[src/rtl/fetch_unit.sv]
`default_nettype none
// ============================================================================
// Module   : fetch_unit
// Purpose  : Instruction-fetch stage sitting after the program counter.
//            Issues PC addresses to instruction memory over a req/ack
//            handshake, advances the PC only on accepted fetches (or on a
//            redirect), and buffers fetched {instruction, address} pairs in a
//            2-entry queue toward decode. A flush empties the queue; a request
//            already on the bus when the flush arrives is still completed and
//            its data thrown away.
// Ports    : clk        - system clock, rising edge
//            reset      - asynchronous active-low reset
//            instAddr   - current PC value
//            pcEn       - PC load enable
//            imemReq    - instruction-memory request
//            imemAddr   - instruction-memory request address
//            imemAck    - memory response valid (may coincide with imemReq)
//            imemData   - instruction word, valid with imemAck
//            flush      - redirect pulse from branch resolution
//            instValid  - queue head valid toward decode
//            instOut    - head instruction
//            instPc     - address of head instruction
//            instReady  - decode accepts the head this cycle
// Revision : 1.0 - initial release
// ============================================================================
module fetch_unit #(
  parameter int ADDR_W = 16,
  parameter int DATA_W = 16
) (
  input  logic              clk,
  input  logic              reset,
  input  logic [ADDR_W-1:0] instAddr,
  output logic              pcEn,
  output logic              imemReq,
  output logic [ADDR_W-1:0] imemAddr,
  input  logic              imemAck,
  input  logic [DATA_W-1:0] imemData,
  input  logic              flush,
  output logic              instValid,
  output logic [DATA_W-1:0] instOut,
  output logic [ADDR_W-1:0] instPc,
  input  logic              instReady
);

  typedef enum logic [1:0] {
    IDLE  = 2'd0,
    FETCH = 2'd1,
    STALL = 2'd2,
    DROP  = 2'd3
  } state_t;

  state_t            state;
  logic [ADDR_W-1:0] drop_addr;

  logic [DATA_W-1:0] buf_data [2];
  logic [ADDR_W-1:0] buf_pc   [2];
  logic              wr_ptr;
  logic              rd_ptr;
  logic [1:0]        count;
  logic [DATA_W-1:0] head_data;
  logic [ADDR_W-1:0] head_pc;

  logic              fetching;
  logic              push;
  logic              pop;
  logic [1:0]        count_nxt;
  logic              rd_nxt;
  logic              wr_nxt;

  assign fetching  = (state == FETCH);
  assign push      = fetching & imemAck & ~flush;
  assign instValid = (count != 2'd0);
  assign pop       = instValid & instReady;

  // Flush overrides push and pop: queue collapses to empty with pointers at 0.
  assign count_nxt = flush ? 2'd0 : (count + {1'b0, push} - {1'b0, pop});
  assign rd_nxt    = flush ? 1'b0 : (rd_ptr ^ pop);
  assign wr_nxt    = flush ? 1'b0 : (wr_ptr ^ push);

  assign imemReq  = (state == FETCH) | (state == DROP);
  assign imemAddr = (state == FETCH) ? instAddr :
                    (state == DROP)  ? drop_addr : '0;

  // Gated by reset so the PC cannot move while the block is held in reset.
  assign pcEn = reset & (flush | (fetching & imemAck));

  assign instOut = head_data;
  assign instPc  = head_pc;

  // Control FSM
  always_ff @(posedge clk or negedge reset) begin
    if (!reset) begin
      state     <= IDLE;
      drop_addr <= '0;
    end else begin
      case (state)
        IDLE: state <= FETCH;
        FETCH: begin
          if (flush) begin
            if (!imemAck) begin
              // Request is still on the bus for the old address; keep it
              // there until memory answers.
              drop_addr <= instAddr;
              state     <= DROP;
            end else begin
              state <= FETCH;
            end
          end else if (imemAck && (count_nxt == 2'd2)) begin
            state <= STALL;
          end else begin
            state <= FETCH;
          end
        end
        STALL: begin
          if (flush || pop) state <= FETCH;
        end
        DROP: begin
          if (imemAck) state <= FETCH;
        end
        default: state <= IDLE;
      endcase
    end
  end

  // Instruction queue. The head is held in its own register so instOut and
  // instPc keep their last values once the queue drains or is flushed.
  always_ff @(posedge clk or negedge reset) begin
    if (!reset) begin
      count     <= 2'd0;
      rd_ptr    <= 1'b0;
      wr_ptr    <= 1'b0;
      head_data <= '0;
      head_pc   <= '0;
      for (int i = 0; i < 2; i++) begin
        buf_data[i] <= '0;
        buf_pc[i]   <= '0;
      end
    end else begin
      count  <= count_nxt;
      rd_ptr <= rd_nxt;
      wr_ptr <= wr_nxt;
      if (push) begin
        buf_data[wr_ptr] <= imemData;
        buf_pc[wr_ptr]   <= instAddr;
      end
      if (count_nxt != 2'd0) begin
        // When the next head is the slot being written this cycle, the
        // entry comes straight from the memory bus.
        if (push && (rd_nxt == wr_ptr)) begin
          head_data <= imemData;
          head_pc   <= instAddr;
        end else begin
          head_data <= buf_data[rd_nxt];
          head_pc   <= buf_pc[rd_nxt];
        end
      end
    end
  end

endmodule
`default_nettype wire
[config.mk]
export PLATFORM = sky130hd
export DESIGN_NAME = fetch_unit
export DESIGN_NICKNAME = d
export VERILOG_FILES = /design/src/rtl/fetch_unit.sv
export SDC_FILE = /design/constraint.sdc
export NUM_CORES = 1
export LEC_CHECK = 0
export ABC_AREA = 1
export CAP_MARGIN = 20
export CELL_PAD_IN_SITES_DETAIL_PLACEMENT = 0
export CELL_PAD_IN_SITES_GLOBAL_PLACEMENT = 2
export CORE_MARGIN = 4
export CORE_UTILIZATION = 29
export CTS_CLUSTER_SIZE = 10
export DETAILED_ROUTE_END_ITERATION = 8
export HOLD_SLACK_MARGIN = 0.1
export PLACE_DENSITY_LB_ADDON = 0.1
export SLEW_MARGIN = 30
export SYNTH_ARGS = -nofsm -noshare
export SYNTH_HDL_FRONTEND = slang
export SYNTH_SLANG_ARGS = --single-unit
[constraint.sdc]
create_clock -name clk -period 2.1 [get_ports clk]
set_input_delay 0.42 -clock clk [delete_from_list [all_inputs] [get_ports clk]]
set_output_delay 0.42 -clock clk [all_outputs]
set_load 0.02 [all_outputs]
==> impl_results.md <==
* P per Cell Area at around 1700 nW/um^2
* R2R Path End: instOut[5]
* Setup TNS at -39.6 ps
* Clock Latency Late Sink at 410 ps
* Worst setup SP type: flip-flop
* CTS Root Cell: clkbuf_16
* Worst-case vdd ir drop at roughly 0.68 mV
* WL per Instance at between 15 and 20 um
* Most frequent cells in the layout: nand2_1 (151), dfrtp_1 (118), inv_1 (73)
* Distinct cells, synth at 28
* CP endpoint kind: flip-flop
* Core ar. at around 19000 um^2
* Die area at about 22000 um^2
* Achievable Freq at approximately 0.47 GHz
* Synth Register Bits at approximately 120
* First-pass GRT wire length at between 20000 and 30000 um
* Actual slew at the worst max-slew pin at 684 ps
* TritonCTS buffer count at 17
* Final setup vio count at 8
* Reg2reg setup slack at -20 ps
* Status: complete, but fails checks
* # hold bufs at CTS at 0
* Clock H-tree levels at 4
* R2R cell count at 14
* Max Fanout on Critical Path at 6
* TritonCTS clock tree: yes
* ANT nets after route at 0
* Max Cap Viol at 0
* Slowest stage cell on the critical path: dfrtp_1
* Non-Filler Instances at 1091
* Crit path required time at between 2000 and 2500 ps
* Largest net degree at the start of global routing at around 120
* Die Height at between 100 and 150 um
* Buffers on Ports at between 80 and 90
* Final HPWL DP at 10700 um
* Gate Count Post-Synth at 691
* Failing checks: setup timing
* Max Buffers Root-to-Sink at 2
* Critical-path cell list: nor2_4, buf_6, nand2_4, nor2_4, inv_2, ha_4, inv_2, ha_4, nand2_2, nand2_8, clkinv_8, clkbuf_16, nand2_2, nand2_1
* Vias at around 5000
* Syn nets at about 730
* YS warnings at 0
* CP bufs+invs at 5
* Initial antenna violation count at 0
* Fin. max-slew vios at 0
* Share of layout cells above drive strength 1 at around a quarter
* Io pins at 88
* Routed WL at between 15000 and 20000 um
* Hold Path Class: in2async
* Die width at around 150 um
* Clock Sinks at between 100 and 150
* Most common cell after layout, fill and taps aside: nand2_1
* Clock skew at approximately 9.5 ps
* Final Util at around 43%
* Residual DRC at 0
* DR iter-0 viols at approximately 190
* Final Hold Violating Endpoints at 0
* Final setup margin at -16.0 ps
* Worst-path clk slew at roughly 60 ps
* Area Growth Syn to Fin at 43.4%
* Remaining Overflow, GRT at 0
* Critical Path AT at 2420 ps
* Seq/Total Area, Yosys at between 50% and 60%
* Worst stage delay on the critical path at 410 ps
* Total Routing Usage GR at 15.5%
* Avg Vias per Cell at about 4.5
* Syn_area_per_cell at about 8.1 um^2
* # rows at 50
* Critical path's top delay family: simple AND/OR/NAND/NOR gates
* Pleak at around 4 nW
* Placed Cells at 1053
* Final min period at 2120 ps
* Crit share post-route at 101%
* Unrepaired setup endpoints after global routing: true
* Crit Path Class: reg2reg
* Antenna Cells at 0
* # nets final at 860
* Slew HR at between 50 and 60%
* Synthesized area at ~5600 um^2
* Initial core utilization at 29.7%
* Total power draw at about 0.014 W
* Drt first pass iters at 4
* Number of global-route vias before repair at between 4000 and 5000
* Worst reg2reg startpoint: state[1]
* Final estimated routing congestion in global placement at around 0.75
## cell type report
| cell class | count | area [um^2] |
|---|---|---|
| multi-input combinational | 450 | 2350 |
| sequential | 118 | 2950 |
| clock inverter | 8 | 97.6 |
| fill | 1923 | 10900 |
| tap | 260 | 325 |
| clock buffer | 23 | 488 |
| inverter | 81 | 319 |
| timing repair buffer | 151 | 1510 |
## Yosys cell counts, drive strengths merged
library cell  count  area share, %
o21a              1           0.13
nand2           205             15
dfrtp           118             53
nor2             36            2.7
nand3b            1           0.13
buf              24            2.8
o22ai             1           0.11
nand4             3           0.33
a21oi            32            2.9
o21ai            96            9.2
inv              81            5.4
xnor2             1           0.16
nand3            69            6.7
ha                4           0.89
clkbuf           18            1.2
a21boi            1           0.13
## sequential cells by signal, summed over array words and instances, names as in the netlist
name / cells
drop_addr: 16
instOut: 16
buf_data: 32
buf_pc: 32
rd_ptr: 1
state: 2
instPc: 16
count: 2
wr_ptr: 1
## logic make-up after synthesis
kind of cell / count (synthesis) / share of synthesized area [%]
XOR/XNOR: 1 / 0.156
AND/OR/NAND/NOR: 314 / 24.4
adder cells (fa/ha/maj): 4 / 0.892
buffers and inverters: 123 / 9.46
flip-flops: 118 / 52.7
AO/OA/AOI/OAI: 131 / 12.5
## power by group
| part | internal, W | leakage, nW | switching [W] |
|---|---|---|---|
| sequential | 0.00341 | 1.43 | 0.000631 |
| clock | 0.00186 | 0.281 | 0.00103 |
| combinational | 0.00298 | 2.20 | 0.00379 |
## worst max-delay path by stage
stage	end	cells past startpoint	startpoint	slack [ps]
6_report	instOut[5]	14	state[1]	-20
5_1_grt	instOut[13]	16	state[1]	-120
4_1_cts	instOut[5]	17	state[0]	-20
3_5_place_dp	buf_pc[31]	6	flush	-400
3_3_place_gp	buf_pc[31]	6	flush	-400
2_1_floorplan	instOut[0]	17	state[0]	5
## worst reg2reg max path, cell delays in order (launching register included)
cell and delay, ps:
dfrtp_1 410, nor2_4 130, buf_6 120, nand2_4 50, nor2_4 90, inv_2 50, ha_4 250, inv_2 40
ha_4 250, nand2_2 80, nand2_8 130, clkinv_8 100, clkbuf_16 190, nand2_2 60, nand2_1 50
## metrics by stage
stage / setup slack, ps / hold slack (ps) / area (um^2)
6_report: -16.0 / 115 / 8040
5_1_grt: -125 / 187 / 8040
4_1_cts: -15.6 / 167 / 7750
3_5_place_dp: -396 / 465 / 7170
3_3_place_gp: -404 / 463 / 7170
2_1_floorplan: 4.76 / 124 / 5660
## metal layers
layer	vias to the layer above	track usage (%)	wire length, um
met5	-	0	0
met4	0	4.24	180
met3	14	3.92	594
met2	77	26.0	8510
met1	2336	20.1	7920
li1	2461	-	-
## timing repair
action	in CTS	in global routing
pin swaps	1	21
cloned	0	5
setup endpoints to repair	105	83
setup buffers	0	2
resized for setup	82	79
Note: power is estimated with default switching activity, not from simulation.
